`src/rtl/sum_stationary_pkg.sv`:
```
// rtl/sum_stationary_pkg.sv - shared state type and result-width helper for the sum_stationary array and controller
package sum_stationary_pkg;

    typedef enum logic [2:0] {
        IDLE,
        CLEAR,
        FEED,
        WAIT,
        DRAIN
    } ctrl_state_e;

    function automatic int c_width(input int data_width, input int n);
        return 2 * data_width + $clog2(n);
    endfunction

endpackage

```
`src/rtl/sum_stationary_ctrl.sv`:
```
// rtl/sum_stationary_ctrl.sv - command sequencer for one sum_stationary NxN array
// Clears the array, feeds N operand steps, waits for the array's valid and drains C one row per beat.
module sum_stationary_ctrl
    import sum_stationary_pkg::*;
#(
    parameter int DATA_WIDTH   = 8,
    parameter int N            = 4,
    parameter int C_DATA_WIDTH = c_width(DATA_WIDTH, N),
    parameter int IDX_W        = $clog2(N)
) (
    input  logic                                     clk,
    input  logic                                     reset_ni,
    input  logic                                     cmd_valid_i,
    output logic                                     cmd_ready_o,
    input  logic                                     abort_i,
    output logic                                     op_rd_en_o,
    output logic [IDX_W-1:0]                         op_rd_addr_o,
    input  logic [N-1:0][DATA_WIDTH-1:0]             op_a_i,
    input  logic [N-1:0][DATA_WIDTH-1:0]             op_b_i,
    output logic                                     arr_reset_o,
    output logic                                     arr_valid_o,
    output logic [N-1:0][DATA_WIDTH-1:0]             arr_a_o,
    output logic [N-1:0][DATA_WIDTH-1:0]             arr_b_o,
    input  logic                                     arr_valid_i,
    input  logic [N-1:0][N-1:0][C_DATA_WIDTH-1:0]    arr_c_i,
    output logic                                     res_valid_o,
    input  logic                                     res_ready_i,
    output logic [N-1:0][C_DATA_WIDTH-1:0]           res_row_o,
    output logic [IDX_W-1:0]                         res_idx_o,
    output logic                                     res_last_o,
    output logic                                     busy_o,
    output logic                                     done_o,
    output logic                                     error_o
);

    localparam int CNT_W = $clog2(2 * N + 1);

    ctrl_state_e      r_state;
    ctrl_state_e      w_state_next;
    logic [CNT_W-1:0] r_cnt;
    logic [IDX_W-1:0] r_idx;
    logic             r_arr_rst;
    logic             r_arr_clean;
    logic             r_done;
    logic             r_err;
    logic             w_abort;
    logic             w_err;
    logic             w_hs;
    logic             w_last_hs;

    assign w_abort   = abort_i && (r_state != IDLE);
    assign w_hs      = (r_state == DRAIN) && res_ready_i;
    assign w_last_hs = w_hs && (r_idx == IDX_W'(N - 1));

    // A finished array keeps valid high until it is next reset, so a stray valid only
    // counts as an error once a reset has reached the array since the last feed.
    always_comb begin
        w_err = 1'b0;
        case (r_state)
            IDLE, CLEAR: w_err = arr_valid_i && r_arr_clean;
            FEED:        w_err = arr_valid_i;
            WAIT:        w_err = !arr_valid_i && (r_cnt == CNT_W'(2 * N));
            default:     w_err = 1'b0;
        endcase
    end

    always_ff @(posedge clk or negedge reset_ni) begin
        if (!reset_ni) begin
            r_state <= IDLE;
        end else begin
            r_state <= w_state_next;
        end
    end

    always_comb begin
        w_state_next = r_state;
        if (w_abort || w_err) begin
            w_state_next = IDLE;
        end else begin
            case (r_state)
                IDLE:    if (cmd_valid_i && !r_arr_rst) w_state_next = CLEAR;
                CLEAR:   w_state_next = FEED;
                FEED:    if (r_cnt == CNT_W'(N)) w_state_next = WAIT;
                WAIT:    if (arr_valid_i) w_state_next = DRAIN;
                DRAIN:   if (w_last_hs) w_state_next = IDLE;
                default: w_state_next = IDLE;
            endcase
        end
    end

    always_ff @(posedge clk or negedge reset_ni) begin
        if (!reset_ni) begin
            r_cnt       <= '0;
            r_idx       <= '0;
            r_arr_rst   <= 1'b1;
            r_arr_clean <= 1'b1;
            r_done      <= 1'b0;
            r_err       <= 1'b0;
        end else begin
            if (w_state_next != r_state) begin
                r_cnt <= '0;
            end else if (r_state == FEED || r_state == WAIT) begin
                r_cnt <= r_cnt + CNT_W'(1);
            end
            if (w_hs && !w_abort) begin
                r_idx <= w_last_hs ? '0 : r_idx + IDX_W'(1);
            end else if (r_state != DRAIN) begin
                r_idx <= '0;
            end
            r_arr_rst <= (w_state_next == CLEAR) || w_abort || w_err;
            if (r_arr_rst) begin
                r_arr_clean <= 1'b1;
            end else if (arr_valid_o) begin
                r_arr_clean <= 1'b0;
            end
            r_done <= w_last_hs && !w_abort;
            r_err  <= r_err || w_err;
        end
    end

    // FEED cycle k issues read k; the buffer answers one cycle later, so the array
    // sees step k-1 in cycle k and the window is cycles 1..N.
    always_comb begin
        cmd_ready_o  = 1'b0;
        busy_o       = (r_state != IDLE);
        op_rd_en_o   = 1'b0;
        op_rd_addr_o = '0;
        arr_valid_o  = 1'b0;
        arr_a_o      = '0;
        arr_b_o      = '0;
        res_valid_o  = 1'b0;
        res_idx_o    = '0;
        res_row_o    = '0;
        res_last_o   = 1'b0;
        case (r_state)
            IDLE: cmd_ready_o = !r_arr_rst;
            FEED: begin
                if (r_cnt < CNT_W'(N)) begin
                    op_rd_en_o   = 1'b1;
                    op_rd_addr_o = r_cnt[IDX_W-1:0];
                end
                if (r_cnt != '0) begin
                    arr_valid_o = 1'b1;
                    arr_a_o     = op_a_i;
                    arr_b_o     = op_b_i;
                end
            end
            DRAIN: begin
                res_valid_o = 1'b1;
                res_idx_o   = r_idx;
                res_row_o   = arr_c_i[r_idx];
                res_last_o  = (r_idx == IDX_W'(N - 1));
            end
            default: ;
        endcase
    end

    assign arr_reset_o = r_arr_rst;
    assign done_o      = r_done;
    assign error_o     = r_err;

endmodule

```
`config.mk`:
```
export PLATFORM = sky130hd
export DESIGN_NAME = sum_stationary_ctrl
export DESIGN_NICKNAME = d
export VERILOG_FILES = /design/src/rtl/sum_stationary_pkg.sv /design/src/rtl/sum_stationary_ctrl.sv
export SDC_FILE = /design/constraint.sdc
export NUM_CORES = 1
export LEC_CHECK = 0
export CAP_MARGIN = 40
export CORE_AREA = 2 2 195 197
export CTS_BUF_LIST = sky130_fd_sc_hd__clkbuf_2 sky130_fd_sc_hd__clkbuf_4 sky130_fd_sc_hd__clkbuf_8
export DETAILED_ROUTE_END_ITERATION = 7
export DIE_AREA = 0 0 197 199
export PLACE_DENSITY = 0.47
export SLEW_MARGIN = 20
export SYNTH_ARGS = -nofsm -noshare
export SYNTH_HDL_FRONTEND = slang
export SYNTH_SLANG_ARGS = --single-unit
```
`constraint.sdc`:
```
create_clock -name clk -period 2.5 [get_ports clk]
set_input_delay 0.5 -clock clk [delete_from_list [all_inputs] [get_ports clk]]
set_output_delay 0.5 -clock clk [all_outputs]
set_load 0.01 [all_outputs]
```
Word-level counts from Yosys, hierarchy flattened
Index checks and enable logic that the tools add are counted.
Widths: inputs -> output; s select.
{ "word_totals": {"word_cells": 75, "reg_bits": 13} }
{ "classes": {"magnitude_cmp": 2, "n_eq_ne": 10, "add_sub_neg": 2, "n_reduce_logical": 23, "mux": 31} }
{ "op_table": {"columns": ["op", "n"], "rows": [
  ["$bmux 72 s2", 1],
  ["$mux 72", 2],
  ["$mux 32", 4],
  ["$mux 3", 5],
  ["$pmux 3 s5", 1],
  ["$mux 2", 6],
  ["$mux 1", 9],
  ["$logic_and 1x1->1", 8],
  ["$mux 4", 2],
  ["$eq 3x1->1 const B", 2],
  ["$eq 3x2->1 const B", 2],
  ["$reduce_bool 2->1", 3],
  ["$logic_or 1x1->1", 5],
  ["$add 4x1->4 const B", 1],
  ["$eq 4x3->1 const B", 1],
  ["$eq 4x4->1 const B", 1],
  ["$lt 4x3->1 const B", 1],
  ["$reduce_bool 4->1", 1],
  ["$eq 3x3->1 const B", 1],
  ["$logic_not 1->1", 3],
  ["$logic_not 3->1", 1],
  ["$lt 2x3->1 const B", 1],
  ["$ne 3x3->1", 1],
  ["$ne 3x3->1 const B", 1],
  ["5 further kinds", 5]
]} }

Logic depth before layout (Yosys ltp)
Gate-level depths: netlist of the first run.
{ "depth": {"ltp_word": 9, "ltp_mapped": 8} }

Least setup slack after synthesis of the first run
OpenSTA, ideal clock, no wires.
{ "synth_path": {"kind": "flip-flop to output port", "start": "reg r_idx[0]", "end": "out res_row_o[14] in the netlist's numbering", "setup_slack_ps": 186, "arrival_time_ps": 1814, "stages_incl_launch_ff": 5, "required_time_ps": 2000, "path_buffers": 2, "cell_sequence": "dfrtp_1 > clkbuf_1 > buf_2 > mux4_2 > and2_1"} }
{ "synth_lines": {"columns": ["item", "line", "rtl"], "rows": [
  ["from (decl)", "sum_stationary_ctrl.sv:41", "logic [IDX_W-1:0] r_idx;"],
  ["from (signal assigned)", "sum_stationary_ctrl.sv:106", "r_idx <= w_last_hs ? '0 : r_idx + IDX_W'(1);"],
  ["to (decl)", "sum_stationary_ctrl.sv:28", "output logic [N-1:0][C_DATA_WIDTH-1:0] res_row_o,"]
]} }

==> flow_summary.yaml, run 1 <==
route:
  postRouteAntennaNets: 0
  viasPerCell: 3.75
  drcViolationCount: 0
  drt_iter0_markers: 146
  dr.pass1.iters: 4
  vias: 5095
  routed_wl_mm: 27.1
  wl_per_cell_um: 19.9
clock_network:
  h-tree-depth: 1
  path_clk_slew_ns: 0.06
  cts_tree: "done"
  ctsLongestPathBuffers: 2
  worstSkewPairLatency_ns: 0.25
  cts_num_sinks: 13
  holdBufCountCts: 0
  numCtsBuffers: 3
  clockRootBuffer: "clkbuf_8"
worst_setup_path:
  r2r-end: "r_cnt[0]$_DFFE_PN0P_"
  crit_chain: "buf_12, clkbuf_16, buf_4, mux4_2, and2_1, clkbuf_2"
  path_class: "flop to output pin"
  reg2reg_slack_ns: 0.20
  crit_path_end_kind: "output pin"
  critPathArrivalTime_ns: 1.97
  timing.rr.start: "r_state[0]$_DFF_PN0_"
  path_buf_inv: 4
  cp_slowest_cell: "dfrtp_4"
  path_delay_family: "buffers and inverters"
  startpoint_type: "flop"
  worst-path-max-fanout: 8
  slowest_delay_ns: 0.50
  reg2regPathDepth: 7
  cp.required_ns: 2.00
synthesis:
  ys_top_cells_by_area: "mux4_2 48%, and2_1 26%, dfrtp_1 8.1%, clkbuf_1 2.4%, dfstp_2 1.5%"
  seq_area_frac_synth: 0.0964
  synth_top_family_by_area: "multiplexers"
  synth_xor_xnor_area_share: 0.00773
  synth_common_cells: "141 x and2_1, 72 x mux4_2, 22 x clkbuf_1"
  avgSynthCellArea_um2: 10.5
  yosysTopAreaCell: "mux4_2"
  synth_top_area_frac: 0.477
  syn_nets: 686
  ys_ff_latch: 13
  synth-main-ff-cell: "dfrtp_1"
  synth_edf_count: 0
  muxShareOfSynthArea: 0.483
  async_flop_share: 1.00
  synthSimpleGateAreaFrac: 0.333
  netlist_instances: 325
  synth.most_common_cell: "and2_1"
  synth_cell_types: 39
  synth_fa_ha_area_frac: 0.0110
  syn_area_um2: 3400
  synth_compound_area_frac: 0.0235
  yosysWarnings: 0
timing:
  finalCritPeriodShare: 0.988
  finalHoldViolations: 0
  max_slew_margin: 0.558
  rsz0062_at_grt: "yes"
  fin_crit_ns: 2.47
  finalSetupTns_ns: 0
  fin_skew_ns: 0.00370
  tightest_slew_ns: 0.661
  max_freq_mhz: 405
  slew_viol_final: 0
  setup_violations: 0
pwr:
  internal_power_uw: 1390
  p_clk_frac: 0.098
  power_density_nw_per_um2: 210
  switching_share: 0.325
  leakage_uw: 0.00399
  p_switching_uw: 666
  power_uw: 2050
  seq_power_share: 0.137
  power_frac_comb: 0.766
  vdd_drop_max_mv: 0.167
global_route:
  grt_max_degree: 34
  track_usage: 0.125
  grt_pass1_wl_mm: 36.0
  grt_pass1_vias: 5433
  grt-ovfl-total: 0
  antenna_found_initial: 1
final_layout:
  layoutNonFillerInstCount: 1359
  final_core_util: 0.262
  fill_cells: 3959
  drive_gt1_frac: 0.286
  area_growth_pct: 187
  finalNetCount: 1246
die:
  fp-row-count: 71
  fp.dieArea_um2: 39200
  io_pins: 507
  die_w_um: 197
  core_area_um2: 37100
  die_h_um: 199
  start_util: 0.0916
place:
  gp_congestion: 0.771
  io_buffers: 506
  dp_cells: 1317
  dp_hpwl_mm: 22.0
min_path:
  holdPathEnd: "r_arr_clean$_DFFE_PN1P_"
  whs_path_depth: 2
  hold_path.class: "flop to flop"
  min-delay-start: "r_arr_clean$_DFFE_PN1P_"
job:
  drv_cap: 0
run_status:
  outcome: "finished, final reports clean"
## power by group through the flow
stage / Clock, µW / Sequential, µW / Combinational (µW)
after floorplan: 0 / 282 / 455
after global placement: 0 / 287 / 1530
after detailed placement: 0 / 289 / 1530
after CTS: 207 / 285 / 1550
after global routing: 224 / 289 / 1680
final: 201 / 280 / 1570
## cell families after synthesis
group           count (synthesis)
simple gates                  182
mux                            74
buf+inv                        38
flops                          13
compound gates                 12
xor+xnor                        3
fa+ha+maj                       3
## final cells by class
type                            count  area (µm²)  area share
Antenna cell                        1        2.50    0.000257
Clock inverter                      1        5.00    0.000513
Inverter                            5        18.8     0.00193
Timing Repair Buffer              588        5750       0.590
Sequential cell                    13         335      0.0344
Clock buffer                        3        41.3     0.00424
Tap cell                          474         593      0.0608
Multi-Input combinational cell    274        3000       0.308
## worst max-delay path by stage
| stage | endpoint | depth (start not counted) | start | slack [ns] |
|---|---|---|---|---|
| after CTS | res_row_o[5] | 5 | r_idx[0]$_DFFE_PN0P_ | 0.0008 |
| after detailed placement | res_row_o[57] | 4 | arr_c_i[57] | -0.23 |
| after global routing | arr_b_o[10] | 8 | r_cnt[0]$_DFFE_PN0P_ | -0.05 |
| final | res_row_o[12] | 6 | r_idx[0]$_DFFE_PN0P_ | 0.03 |
| after floorplan | res_row_o[14] | 4 | r_idx[0]$_DFFE_PN0P_ | 0.19 |
| after global placement | res_row_o[57] | 4 | arr_c_i[57] | -0.21 |
## repair_timing
action	4_1_cts	5_1_grt
setup buffers	14	13
gates cloned	5	5
pin swaps	4	5
gates resized for setup	226	131
setup endpoints to repair	144	74
## flip-flops by register name, summed over array words and instances (netlist names)
register,flops
arr_reset_o,1
done_o,1
error_o,1
r_arr_clean,1
r_cnt,4
r_idx,2
r_state,3
## tightest hold or removal path, stage by stage, from the launching register on
cell	delay, ns
dfstp_2	0.37
inv_1	0.04
o21bai_1	0.06
## layer usage
| layer | track usage | vias to the layer above | part of all wire |
|---|---|---|---|
| met2 | 0.250 | 308 | 0.55 |
| li1 | - | 2329 | - |
| met3 | 0.0273 | 11 | 0.076 |
| met1 | 0.136 | 2447 | 0.37 |
| met4 | 0.0156 | 0 | 0.0086 |
| met5 | 0 | - | 0 |
## stage by stage
stage / area (µm²) / hold slack [ns] / setup slack (ns)
after floorplan: 3400 / 0.204 / 0.186
after global placement: 9380 / 0.463 / -0.206
after detailed placement: 9380 / 0.474 / -0.234
after CTS: 9570 / 0.484 / 0.000844
after global routing: 9740 / 0.500 / -0.0495
final: 9750 / 0.476 / 0.0311
## layout by cell type, fill, tap and decap left out, types with 4 or more instances in the layout
cell / count
dfrtp_1: 9
and2_4: 15
buf_4: 50
mux4_2: 72
buf_6: 6
buf_12: 15
inv_1: 4
nand2_1: 4
nor3_1: 6
nor2_1: 9
clkdlybuf4s15_1: 34
buf_2: 16
dlygate4sd2_1: 46
clkbuf_16: 5
clkbuf_2: 43
and2_1: 127
buf_16: 4
clkdlybuf4s50_1: 363
Note: power is estimated with default switching activity, not from simulation.
==> inputs of run 2 (changes only) <==
--- a/config.mk
+++ b/config.mk
@@ -11,7 +11,8 @@
 export DETAILED_ROUTE_END_ITERATION = 7
 export DIE_AREA = 0 0 197 199
 export PLACE_DENSITY = 0.47
-export SLEW_MARGIN = 20
+export RECOVER_POWER = 50
+export SLEW_MARGIN = 10
 export SYNTH_ARGS = -nofsm -noshare
 export SYNTH_HDL_FRONTEND = slang
 export SYNTH_SLANG_ARGS = --single-unit
==> run 2 against run 1 <==
  * Worst setup slack is essentially flat
  * Utilization unchanged
  * Non-clock buffer count is the same
  * Register-to-register slack is essentially flat
  * Largest power group unchanged
  * Critical path type unchanged
  * Maximum frequency stayed put
  * Clock power about the same
==> flow_summary.yaml, run 2 (same netlist as run 1, synthesis figures left out) <==
route:
  viasPerCell: 3.75
  postRouteAntennaNets: 0
  routed_wl_mm: 27.1
  wl_per_cell_um: 19.9
  drt_iter0_markers: 148
  drcViolationCount: 0
  vias: 5095
  dr.pass1.iters: 4
min_path:
  min-delay-start: "r_arr_clean$_DFFE_PN1P_"
  hold_path.class: "flop to flop"
clock_network:
  cts_num_sinks: 13
  h-tree-depth: 1
  path_clk_slew_ns: 0.06
  numCtsBuffers: 3
  ctsLongestPathBuffers: 2
  clockRootBuffer: "clkbuf_8"
  cts_tree: "done"
  worstSkewPairLatency_ns: 0.25
  holdBufCountCts: 0
final_layout:
  area_growth_pct: 187
  fill_cells: 3959
  largest_register: "r_cnt"
  layout_common_cells: "360 x clkdlybuf4s50_1, 127 x and2_1, 72 x mux4_2, 50 x buf_4, 46 x dlygate4sd2_1"
  largestRegisters: "r_cnt (4), r_state (3), r_idx (2)"
  drive_gt1_frac: 0.285
  largest_reg_flops: 4
  finalNetCount: 1246
  final_common_cell: "clkdlybuf4s50_1"
timing:
  max_slew_margin: 0.553
  max_freq_mhz: 405
  slew_viol_final: 0
  finalCritPeriodShare: 0.988
  tightest_slew_ns: 0.668
  setup_violations: 0
  finalHoldViolations: 0
  fin_crit_ns: 2.47
  fin_skew_ns: 0.00370
  finalSetupTns_ns: 0
  hold_ws_ns: 0.476
  rsz0062_at_grt: "yes"
global_route:
  track_usage: 0.125
  grt_max_degree: 34
  antenna_found_initial: 1
  grt_pass1_wl_mm: 36.0
  grt-ovfl-total: 0
  grt_pass1_vias: 5433
pwr:
  switching_share: 0.325
  seq_power_share: 0.137
  leakage_uw: 0.00399
  p_switching_uw: 666
  p_clk_frac: 0.098
  power_density_nw_per_um2: 210
  vdd_drop_max_mv: 0.167
  power_frac_comb: 0.766
  internal_power_uw: 1390
worst_setup_path:
  startpoint_type: "flop"
  crit_chain: "buf_12, clkbuf_16, buf_4, mux4_2, and2_1, clkbuf_2"
  cp_slowest_cell: "dfrtp_4"
  slowest_delay_ns: 0.50
  timing.rr.start: "r_state[0]$_DFF_PN0_"
  crit_path_end_kind: "output pin"
  cp.required_ns: 2.00
  path_class: "flop to output pin"
  startpoint: "r_idx[0]$_DFFE_PN0P_"
  critPathArrivalTime_ns: 1.97
  worst-path-max-fanout: 8
place:
  dp_hpwl_mm: 22.0
  io_buffers: 506
  gp_congestion: 0.771
die:
  fp-row-count: 71
  fp.dieArea_um2: 39200
  io_pins: 507
  die_w_um: 197
  start_util: 0.0916
  core_area_um2: 37100
  die_h_um: 199
run_status:
  outcome: "finished, final reports clean"
job:
  drv_cap: 0
[run 2: worst paths after layout]
kind / to / slack (ns) / depth (start not counted)
worst max-delay path: res_row_o[12] / 0.03 / 6
worst min-delay path: r_arr_clean$_DFFE_PN1P_ / 0.48 / 2
worst max register to register: r_cnt[0]$_DFFE_PN0P_ / 0.20 / 7
worst min register to register: r_arr_clean$_DFFE_PN1P_ / 0.48 / 2
max in group asynchronous: r_idx[0]$_DFFE_PN0P_ / 1.28 / 1
min in group asynchronous: r_cnt[1]$_DFFE_PN0P_ / 0.72 / 1
[run 2: metal layers]
layer | wire [µm] | global-route usage | vias to the layer above
met2 | 14800 | 0.250 | 308
met1 | 10000 | 0.136 | 2447
met3 | 2060 | 0.0273 | 11
li1 | - | - | 2329
met5 | 0 | 0 | -
met4 | 233 | 0.0156 | 0
[run 2: through the flow]
| step | cells | area, µm² | utilization | setup slack, ns | total power, µW |
|---|---|---|---|---|---|
| 6_report | 1359 | 9750 | 0.262 | 0.0311 | 2050 |
| 5_1_grt | 1358 | 9740 | 0.262 | -0.0495 | 2200 |
| 4_1_cts | 1340 | 9570 | 0.258 | 0.000844 | 2040 |
| 3_5_place_dp | 1317 | 9380 | 0.253 | -0.234 | 1820 |
| 3_3_place_gp | 1317 | 9380 | 0.253 | -0.206 | 1820 |
| 2_1_floorplan | 325 | 3400 | - | 0.186 | 736 |
[run 2: power by group through the flow]
stage                     clock network (µW)  logic [µW]  registers, µW
after floorplan                            0         455            282
after global placement                     0        1530            287
after detailed placement                   0        1530            289
after CTS                                207        1550            285
after global routing                     224        1680            289
final                                    201        1570            280
[run 2: worst max-delay path: cells and delay by family (launching register included)]
family,cells,cell delay [ns]
simple gates,1,0.18
buf+inv,4,0.60
mux,1,0.42
flops,1,0.50
[run 2: timing repair]
| action | in CTS | in global routing |
|---|---|---|
| pin swaps | 4 | 5 |
| gates resized for setup | 226 | 131 |
| setup endpoints to repair | 144 | 74 |
| gates cloned | 5 | 5 |
| setup buffers | 14 | 13 |
[run 2: cell type report]
class	count	area (µm²)	area share
multi-input cells	274	3000	0.308
clock buffers	3	41.3	0.00424
inverters	5	18.8	0.00193
well taps	474	593	0.0608
flip-flops and latches	13	335	0.0344
clock inverters	1	5.00	0.000513
diodes	1	2.50	0.000257
repair buffers	588	5750	0.590
